## src/rtl/pipe_hazard_ctrl.sv

```systemverilog
// Pipeline sequencing controller: sole source of stall/flush for PC, IF/ID, ID/EX and EX/MEM.
// Resolves load-use hazards, taken branches, data-memory waits and the ecall drain to halt.
module pipe_hazard_ctrl #(
   parameter int DRAIN_CYCLES = 2,
   parameter int CNT_W        = 16
) (
   input  logic             clk,
   input  logic             rst,
   input  logic [4:0]       id_rs1_index,
   input  logic [4:0]       id_rs2_index,
   input  logic             id_rs1_used,
   input  logic             id_rs2_used,
   input  logic [4:0]       ex_rd_index,
   input  logic             ex_is_load,
   input  logic             ex_branch_taken,
   input  logic             mem_ecall,
   input  logic             mem_dm_req,
   input  logic             dm_ready,
   output logic             pc_stall,
   output logic             fd_stall,
   output logic             fd_flush,
   output logic             de_stall,
   output logic             de_flush,
   output logic             em_stall,
   output logic             em_flush,
   output logic             halted,
   output logic [CNT_W-1:0] stall_count,
   output logic [1:0]       dbg_state
);

   typedef enum logic [1:0] {
      RUN     = 2'd0,
      DM_WAIT = 2'd1,
      DRAIN   = 2'd2,
      HALT    = 2'd3
   } state_e;

   localparam int DW = (DRAIN_CYCLES > 1) ? $clog2(DRAIN_CYCLES) : 1;
   localparam logic [DW-1:0]    DRAIN_INIT = DW'(DRAIN_CYCLES - 1);
   localparam logic [CNT_W-1:0] CNT_MAX    = {CNT_W{1'b1}};

   state_e           state_q, state_d;
   logic [DW-1:0]    drain_cnt_q, drain_cnt_d;
   logic             halted_q, halted_d;
   logic [CNT_W-1:0] stall_count_q, stall_count_d;

   logic dm_wait, load_use;
   logic pc_stall_c, fd_stall_c, fd_flush_c, de_stall_c, de_flush_c, em_stall_c, em_flush_c;

   assign dm_wait  = mem_dm_req & ~dm_ready;
   assign load_use = ex_is_load & (ex_rd_index != 5'd0) &
                     ((id_rs1_used & (id_rs1_index == ex_rd_index)) |
                      (id_rs2_used & (id_rs2_index == ex_rd_index)));

   always_comb begin
      state_d     = state_q;
      drain_cnt_d = drain_cnt_q;
      pc_stall_c  = 1'b0;
      fd_stall_c  = 1'b0;
      fd_flush_c  = 1'b0;
      de_stall_c  = 1'b0;
      de_flush_c  = 1'b0;
      em_stall_c  = 1'b0;
      em_flush_c  = 1'b0;
      case (state_q)
         RUN: begin
            if (dm_wait) begin
               pc_stall_c = 1'b1;
               fd_stall_c = 1'b1;
               de_stall_c = 1'b1;
               em_stall_c = 1'b1;
               state_d    = DM_WAIT;
            end else if (mem_ecall) begin
               pc_stall_c  = 1'b1;
               fd_flush_c  = 1'b1;
               de_flush_c  = 1'b1;
               em_flush_c  = 1'b1;
               state_d     = DRAIN;
               drain_cnt_d = DRAIN_INIT;
            end else if (ex_branch_taken) begin
               fd_flush_c = 1'b1;
               de_flush_c = 1'b1;
            end else if (load_use) begin
               pc_stall_c = 1'b1;
               fd_stall_c = 1'b1;
               de_flush_c = 1'b1;
            end
         end
         DM_WAIT: begin
            // Frozen registers hold ecall/branch inputs; they are re-judged back in RUN.
            if (dm_ready) begin
               state_d = RUN;
            end else begin
               pc_stall_c = 1'b1;
               fd_stall_c = 1'b1;
               de_stall_c = 1'b1;
               em_stall_c = 1'b1;
            end
         end
         DRAIN: begin
            pc_stall_c = 1'b1;
            fd_flush_c = 1'b1;
            de_flush_c = 1'b1;
            em_flush_c = 1'b1;
            if (drain_cnt_q == '0) begin
               state_d = HALT;
            end else begin
               drain_cnt_d = drain_cnt_q - DW'(1);
            end
         end
         HALT: begin
            pc_stall_c = 1'b1;
            fd_flush_c = 1'b1;
            de_flush_c = 1'b1;
            em_flush_c = 1'b1;
         end
         default: state_d = RUN;
      endcase
   end

   always_comb begin
      halted_d      = halted_q | (state_d == HALT);
      stall_count_d = stall_count_q;
      if (pc_stall_c && (state_q == RUN || state_q == DM_WAIT) && stall_count_q != CNT_MAX) begin
         stall_count_d = stall_count_q + CNT_W'(1);
      end
   end

   always_ff @(posedge clk or posedge rst) begin
      if (rst) begin
         state_q       <= RUN;
         drain_cnt_q   <= '0;
         halted_q      <= 1'b0;
         stall_count_q <= '0;
      end else begin
         state_q       <= state_d;
         drain_cnt_q   <= drain_cnt_d;
         halted_q      <= halted_d;
         stall_count_q <= stall_count_d;
      end
   end

   // Flush dominates a stall of the same register; everything is quiet while in reset.
   assign pc_stall    = ~rst & pc_stall_c;
   assign fd_stall    = ~rst & fd_stall_c & ~fd_flush_c;
   assign fd_flush    = ~rst & fd_flush_c;
   assign de_stall    = ~rst & de_stall_c & ~de_flush_c;
   assign de_flush    = ~rst & de_flush_c;
   assign em_stall    = ~rst & em_stall_c & ~em_flush_c;
   assign em_flush    = ~rst & em_flush_c;
   assign halted      = halted_q;
   assign stall_count = stall_count_q;
   assign dbg_state   = state_q;

endmodule

```

## config.mk

```make
export PLATFORM = sky130hd
export DESIGN_NAME = pipe_hazard_ctrl
export DESIGN_NICKNAME = d
export VERILOG_FILES = /design/src/rtl/pipe_hazard_ctrl.sv
export SDC_FILE = /design/constraint.sdc
export NUM_CORES = 1
export LEC_CHECK = 0
export BUFFER_PORTS_ARGS = -buffer_cell sky130_fd_sc_hd__buf_2
export CAP_MARGIN = 10
export CORE_MARGIN = 3
export CORE_UTILIZATION = 45
export DETAILED_ROUTE_END_ITERATION = 10
export GPL_ROUTABILITY_DRIVEN = 0
export PLACE_DENSITY = 0.85
export SYNTH_ARGS = -nofsm -noshare
export SYNTH_HDL_FRONTEND = slang
export SYNTH_SLANG_ARGS = --single-unit
```

## constraint.sdc

```tcl
create_clock -name clk -period 5.2 [get_ports clk]
set_clock_uncertainty 0.15 [all_clocks]
set_input_delay 0.78 -clock clk [delete_from_list [all_inputs] [get_ports clk]]
set_output_delay 0.78 -clock clk [all_outputs]
set_load 0.005 [all_outputs]
```

======== After elaboration in Yosys (flattened, before gate mapping) ========
Index checks and enable logic that the tools add are counted.
word-level totals
  flip-flop bits (word level) ............. 20
  input port bits ......................... 24
  output and inout bits ................... 26
  word-level logic and storage cells ...... 75
operators by class
  add/sub/neg operators ................... 2
  equal/unequal tests ..................... 9
  muxes and demuxes ....................... 31
  bitwise operators ....................... 21
  reductions and logical operators ........ 8
operator list
  operator               count
  $mux 1                 19
  $add 16x1->16 const B  1
  $ne 16x16->1 const B   1
  $and 1x1->1            14
  $pmux 1 s2             6
  $eq 5x5->1             2
  $mux 2                 4
  $eq 2x2->1 const B     3
  $pmux 2 s3             1
  $not 1->1              5
  $reduce_bool 5->1      1
  $ne 2x2->1 const B     2
  $pmux 1 s3             1
  $reduce_and 3->1       1
  $eq 2x1->1 const B     1
  $logic_and 1x1->1      2
  $logic_not 2->1        1
  $or 1x1->1             2
  $reduce_bool 2->1      1
  $reduce_or 2->1        1
  $logic_or 1x1->1       1
  $sub 1x1->1 const B    1

======== Longest topological paths before layout ========
Gate-level depths: netlist (run 1).
  depth after elaboration ................. 11
  depth in mapped cells ................... 9
  depth with buffers taken out ............ 7

======== Least setup slack after synthesis (run 1) ========
Ideal clock, no wire load.
  path kind ............................... in2out
  from .................................... input ex_rd_index[3]
  to ...................................... output fd_stall
  data arrival time ....................... 2.089 ns
  data required time ...................... 4.270 ns
  path slack .............................. 2.181 ns
  stages .................................. 6
  path buffers ............................ 0
  path through ............................ xor2_1 -> nor4_1 -> a32oi_1 -> nor2_1 -> nand3_1 -> a2111oi_0
on the way
  word-level cells in the longest chain between the ends .. 11
  elaborated cells between the ends (all ways) .. 15
  those cells by class .................... eq/ne (2); mux (5); bitwise (7); reduce/logical (1)
ends and longest elaborated chain
  what                            line    source
  from (decl)                     13      input logic [4:0] ex_rd_index,
  $eq 5x5->1 (on tied branches)   52, 53
  $and 1x1->1 (on tied branches)  52, 53
  $or 1x1->1                      52      ((id_rs1_used & (id_rs1_index == ex_rd_index)) |
  $and 1x1->1 *                   51      assign load_use = ex_is_load & (ex_rd_index != 5'd0) &
  $mux 1 *                        83      end else if (load_use) begin
  $mux 1 *                        80      end else if (ex_branch_taken) begin
  $mux 1 *                        73      end else if (mem_ecall) begin
  $mux 1 *                        67      if (dm_wait) begin
  $pmux 1 s2 *                    65      case (state_q)
  $and 1x1->1 * (2 in a row)      145     assign fd_stall = ~rst & fd_stall_c & ~fd_flush_c;
  to (decl)                       20      output logic fd_stall,
Every way passes the cells marked *; elsewhere a longest branch is shown, timed or not.

======== Final worst setup path (run 1) ========
  from .................................... input ex_rd_index[2]
  to ...................................... output fd_stall
The elaborated chain is that of the path after synthesis.

==> impl_metrics.csv, run 1 <==
group,metric,value,unit
clock_network,cts.clk_slew.worst_paths,0.12,ns
layout,fillers,235,
placement,dpl.hpwl,2.130,mm
sta,slew_headroom,47.36,%
sta,period_share,64.57,%
sta,fin_crit,3.358,ns
layout,nets,196,
yosys,yosysSeqAreaShare,41.03,%
setup_path,reg2reg_slack,2.55,ns
clock_network,cts_setup_buffers,0,
detailed_routing,viasPerCell,5.430,
yosys,synth.distinct_cells,35,
floorplanning,dieArea,0.003372,mm²
clock_network,clockBufferDepth,2,
setup_path,cp_slowest_stage_delay,0.38,ns
clock_network,clockRootBuffer,"clkbuf_4",
setup_path,r2r_end,"stall_count[1]",
yosys,synth_area_per_cell,9.999,µm²
detailed_routing,vias,1086,
global_routing,grt_start_max_net_pins,23,
power,finalPower,0.5110,mW
power,power.density,337.5,mW/mm²
floorplanning,die_w,58.07,µm
placement,port_buffers,49,
sta,report.final.slew_viol_count,0,
global_routing,grt_pass1_wl,4.678,mm
sta,setup_tns,0,ns
power,cellLeakagePower,0.7209,nW
outcome,status,"finished clean",
floorplanning,design.core.area,0.002522,mm²
yosys,synth-main-ff-cell,"dfrtp_1",
layout,drive_gt1_share,35.88,%
global_routing,antenna_found_initial,0,
sta,fmax,0.2978,GHz
floorplanning,initial_core_util,48.36,%
layout,synthToLayoutAreaGrowth,24.10,%
sta,worst_pin_slew,0.7887,ns
job,drv_cap,0,
setup_path,critPathMaxFanout,3,
setup_path,slowest_stage,"a2111oi_0",
layout,layout_commonest_cell,"buf_2",
global_routing,first_global_vias,1087,
sta,hold_viol,0,
detailed_routing,drt_iter0_markers,56,
layout,multi_input_area,663.1,µm²
sta,setup_viol,0,
sta,rsz0062_at_grt,"no",
clock_network,holdBufCountCts,0,
min_path,holdPathStages,1,
yosys,netlist_area,0.001220,mm²
floorplanning,rows,18,
setup_path,critPathLaunchType,"input port",
detailed_routing,wl_per_cell,13.78,µm
power,peakVddDrop,0.2727,mV
setup_path,cp_common_cell,"buf_2",
layout,n_antenna_cell,0,
min_path,min_from,"halted",
setup_path,rr_startpoint,"stall_count[0]",
yosys,syn_nets,147,
clock_network,cts_tree,"done",
clock_network,ctsResizeCount,0,
detailed_routing,dr.pass1.iters,4,
clock_network,htreeDepth,1,
setup_path,crit_required,4.27,ns
yosys,synth_seq_cells,20,
layout,final_cell_mix,"49 x buf_2, 20 x dfrtp_1, 16 x xnor2_1",
clock_network,cts_inserted_buffers,3,
min_path,hold_path_end,"halted",
setup_path,crit_type,"input port to output port",
global_routing,overflow,0,
yosys,synthArstFlopShare,100.0,%
clock_network,clock_latency,0.30,ns
yosys,synth-warning-count,0,
yosys,synth-edff-count,0,
floorplanning,die_height,58.07,µm
setup_path,reg2reg_depth,6,
global_routing,grt_usage,17.36,%
setup_path,startpoint,"ex_rd_index[2]",
setup_path,critPathCaptureType,"output port",
sta,whs,0.3252,ns
layout,regArea,500.5,µm²
detailed_routing,drt.antenna.violating_nets,0,
setup_path,worstPathCellList,"buf_2, xor2_1, nor4_1, a32oi_1, nor2_1, nand3_1, a2111oi_0, buf_2",
detailed_routing,wirelength,2.755,mm
setup_path,cp.arrival,2.43,ns
yosys,syn_inst,122,
clock_network,cts_sinks,20,
detailed_routing,drc,0,
min_path,min_path_type,"register to register",
floorplanning,io_pins,50,
## cell type report
| class | instances | share of cell area (%) |
|---|---|---|
| Clock buffer | 3 | 1.488 |
| Timing Repair Buffer | 49 | 16.20 |
| Clock inverter | 1 | 1.983 |
| Multi-Input combinational cell | 93 | 43.80 |
| Sequential cell | 20 | 33.06 |
| Tap cell | 30 | 2.479 |
| Inverter | 4 | 0.9917 |
## state kept, by name, summed over array words and instances, names as in the netlist
register,cells
dbg_state,2
halted,1
drain_cnt_q,1
stall_count,16
## cell usage after synthesis (2+ instances only)
master | count | area, µm²
dfrtp_1 | 20 | 500.5
nor2_1 | 8 | 30.03
inv_1 | 4 | 15.01
nand3_2 | 3 | 30.03
nand2b_1 | 2 | 12.51
nand4_1 | 5 | 31.28
and2_1 | 2 | 12.51
nor2b_1 | 2 | 12.51
nand2_1 | 10 | 37.54
o21ai_0 | 5 | 25.02
xnor2_1 | 16 | 140.1
xor2_1 | 9 | 78.83
nand3_1 | 4 | 20.02
and3_1 | 5 | 31.28
clkbuf_1 | 2 | 7.510
nor4_1 | 2 | 12.51
and4_1 | 3 | 26.28
buf_6 | 3 | 33.78
## worst max-delay path, delay by kind of cell
family | cells | cell delay, ns
simple gates | 3 | 0.56
xor+xnor | 1 | 0.17
buf+inv | 2 | 0.31
compound gates | 2 | 0.62
## how the worst max path moves through the flow
stage,to,slack [ns],cells after the start
after floorplan,fd_stall,2.18,6
after CTS,fd_stall,1.84,8
after global routing,fd_stall,1.61,8
after global placement,fd_stall,1.91,8
after detailed placement,fd_stall,1.86,8
final,fd_stall,1.84,8
## cell families (layout without fill, tap and decap cells)
| group | Yosys count | in the layout | share of synthesized area [%] |
|---|---|---|---|
| XOR/XNOR | 25 | 25 | 17.95 |
| multiplexers | 1 | 1 | 0.9230 |
| buffers and inverters | 9 | 57 | 4.615 |
| AND/OR/NAND/NOR | 53 | 53 | 26.26 |
| AO/OA/AOI/OAI | 13 | 13 | 8.205 |
| flip-flops | 20 | 20 | 41.03 |
| adder cells (fa/ha/maj) | 1 | 1 | 1.025 |
## metal layers
metal  track usage, %  share of wire [%]  up-vias
li1                 -                  -      521
met1            18.63                 41      510
met2            32.26                 47       50
met3            4.900                 11        5
met4            5.960                1.3        0
met5                0                  0        -
## per-stage QoR
step | utilization (%) | setup slack (ns) | area, µm² | std cells
finish | 60.02 | 1.842 | 1514 | 200
global placement | 57.94 | 1.909 | 1461 | 196
detailed placement | 57.94 | 1.858 | 1461 | 196
global route | 60.02 | 1.610 | 1514 | 200
CTS | 60.02 | 1.839 | 1514 | 200
floorplan | - | 2.181 | 1220 | 122
## power breakdown
part / internal, mW / switching (mW) / total [mW]
registers: 0.185 / 0.0434 / 0.228
clock network: 0.0779 / 0.0485 / 0.126
logic: 0.0762 / 0.0801 / 0.156
total: 0.339 / 0.172 / 0.511
No activity file was read; power rests on OpenSTA's default activity.
==> inputs of run 2 (changes only) <==
- ABC_AREA: default -> 1
- PLACE_DENSITY: 0.85 -> 0.86
- clock period: 5.2 -> 2.9 ns (I/O delays scaled with it)
==> run 2 against run 1 <==
Against the previous run:
- flip-flop and latch count did not move
- first-iteration DRC count rose by 59%
- worst setup slack got worse by 1.3 ns
- highest routed layer unchanged
- power fell by 2.9%
- sequential power rose by 22%
- sequential share of layout area fell by 5.1 points
- largest power group unchanged
- global-route usage rose by 1.1 points
- die area rose by 19%
- critical path type is now register to output port
==> impl_metrics.csv, run 2 <==
group,metric,value,unit
yosys,yosysTopAreaCell,"dfrtp_1",
layout,nets,296,
global_routing,met3_usage,2.852,%
detailed_routing,wl_per_cell,11.25,µm
yosys,synth.top_cells.by_area,"dfrtp_1 34%, nand2_1 21%, nand4_1 8.5%",
sta,hold_viol,0,
clock_network,cts_tree,"done",
clock_network,cts_setup_buffers,0,
detailed_routing,drc,0,
power,combinationalPowerShare,11.0,%
yosys,synth_most_common_cell,"nand2_1",
clock_network,holdBufCountCts,0,
floorplanning,dieArea,0.004010,mm²
yosys,yosysSeqAreaShare,33.84,%
clock_network,cts_inserted_buffers,3,
global_routing,overflow,0,
layout,fillers,324,
yosys,syn_nets,246,
detailed_routing,wirelength,3.534,mm
clock_network,cts_sinks,20,
floorplanning,io_pins,50,
sta,setup_tns,0,ns
global_routing,first_global_vias,1446,
power,intPower,0.3781,mW
power,p_clk_share,32.8,%
global_routing,busiest_layer,"met2",
placement,dp_cells,310,
layout,synthToLayoutAreaGrowth,21.15,%
floorplanning,initial_core_util,47.66,%
global_routing,antenna_found_initial,0,
floorplanning,design.core.area,0.003103,mm²
global_routing,grt_pass1_wl,6.154,mm
yosys,synth_area_per_cell,6.692,µm²
clock_network,clockBufferDepth,2,
global_routing,met2_usage,31.81,%
setup_path,cp.arrival,1.73,ns
global_routing,met1_usage,23.60,%
detailed_routing,viasPerCell,4.943,
job,drv_cap,0,
yosys,netlist.area_leader.share,33.84,%
global_routing,grt_usage,18.46,%
setup_path,critPathMaxFanout,18,
yosys,netlist_area,0.001479,mm²
yosys,synth-warning-count,0,
power,switching_share,23.79,%
layout,largest_reg_flops,16,
min_path,min_path_type,"input port to asynchronous set/reset pin",
sta,whs,0.1606,ns
floorplanning,rows,20,
sta,fin_crit,2.318,ns
setup_path,crit_type,"register to output port",
layout,n_antenna_cell,0,
setup_path,rr_startpoint,"stall_count[0]",
detailed_routing,drt.antenna.violating_nets,0,
setup_path,startpoint,"dbg_state[1]",
power,power_frac_seq,56.2,%
yosys,synthArstFlopShare,100.0,%
yosys,synth_seq_cells,20,
setup_path,critPathCaptureType,"output port",
sta,setup_viol,0,
sta,worst_pin_slew,0.7481,ns
yosys,synth-edff-count,0,
layout,fin_cells,314,
yosys,synth-main-ff-cell,"dfrtp_1",
detailed_routing,dr.pass1.iters,4,
sta,report.final.slew_viol_count,0,
floorplanning,die_w,63.33,µm
sta,period_share,79.94,%
detailed_routing,vias,1552,
layout,layout_commonest_cell,"nand2_1",
setup_path,crit_required,2.32,ns
clock_network,clock_latency,0.30,ns
clock_network,clockRootBuffer,"clkbuf_4",
global_routing,grt_start_max_net_pins,21,
power,p_sw,0.1180,mW
setup_path,critPathLaunchType,"register",
clock_network,cts.clk_slew.worst_paths,0.12,ns
yosys,synth.distinct_cells,24,
floorplanning,die_height,63.33,µm
sta,rsz0062_at_grt,"no",
power,peakVddDrop,0.1757,mV
power,power.density,276.9,mW/mm²
yosys,synthTopCellsByCount,"81 x nand2_1, 30 x nor2_1, 22 x inv_1",
power,cellLeakagePower,1.028,nW
sta,slew_headroom,50.07,%
clock_network,ctsResizeCount,0,
detailed_routing,drt_iter0_markers,89,
sta,fmax,0.4314,GHz
placement,dpl.hpwl,2.818,mm
placement,port_buffers,49,
layout,drive_gt1_share,23.70,%
yosys,syn_inst,221,
outcome,status,"finished clean",
layout,final_cell_mix,"81 x nand2_1, 49 x buf_2, 30 x nor2_1",
clock_network,htreeDepth,1,
-- run 2: area by class of cell --
| type | count | area, µm² | area share, % |
|---|---|---|---|
| inverters | 26 | 97.59 | 5.447 |
| well taps | 44 | 55.05 | 3.073 |
| clock buffers | 4 | 36.28 | 2.025 |
| flip-flops and latches | 20 | 500.5 | 27.93 |
| multi-input cells | 170 | 849.6 | 47.42 |
| repair buffers | 50 | 252.7 | 14.11 |
-- run 2: stage by stage --
step           power [mW]  setup WS (ns)  utilization, %  cell area (µm²)
6_report           0.4961         0.5817           57.74             1792
5_1_grt            0.5253         0.4442           57.74             1792
4_1_cts            0.5027         0.5556           57.74             1792
3_5_place_dp       0.3391         0.6175           56.57             1755
3_3_place_gp       0.3381         0.6638           56.57             1755
2_1_floorplan      0.3122         0.9358               -             1479
-- run 2: power groups by stage --
stage | sequential [mW] | clock (mW) | combinational [mW]
5_1_grt | 0.279 | 0.183 | 0.0636
3_5_place_dp | 0.284 | 0 | 0.0549
2_1_floorplan | 0.284 | 0 | 0.0281
4_1_cts | 0.279 | 0.169 | 0.0552
3_3_place_gp | 0.284 | 0 | 0.0540
6_report | 0.279 | 0.163 | 0.0547
-- run 2: worst paths after layout --
check	slack [ns]	depth (start not counted)	end
setup / recovery	0.58	7	pc_stall
hold / removal	0.16	2	stall_count[1]
setup reg to reg	0.86	7	stall_count[2]
hold reg to reg	0.32	2	halted
max in group asynchronous	1.97	2	dbg_state[0]
min in group clk	0.25	3	dbg_state[1]
-- run 2: worst max-delay path: stages, from the launching register on --
cell     delay [ns]
dfrtp_1        0.47
nor2_1         0.13
inv_1          0.06
nor3_1         0.19
nand2_2        0.27
nand2_1        0.15
nor2_1         0.04
buf_2          0.12
-- run 2: cells by family after synthesis --
kind of cell | share of synthesized area [%]
XOR/XNOR | 8.291
AO/OA/AOI/OAI | 3.892
flip-flops | 33.84
adder cells (fa/ha/maj) | 0.8459
AND/OR/NAND/NOR | 44.42
buffers and inverters | 8.714
-- run 2: per-layer routing --
layer / up-vias / part of all wire, %
li1: 805 / -
met1: 696 / 44
met2: 46 / 48
met3: 5 / 6.8
met4: 0 / 1.1
met5: - / 0
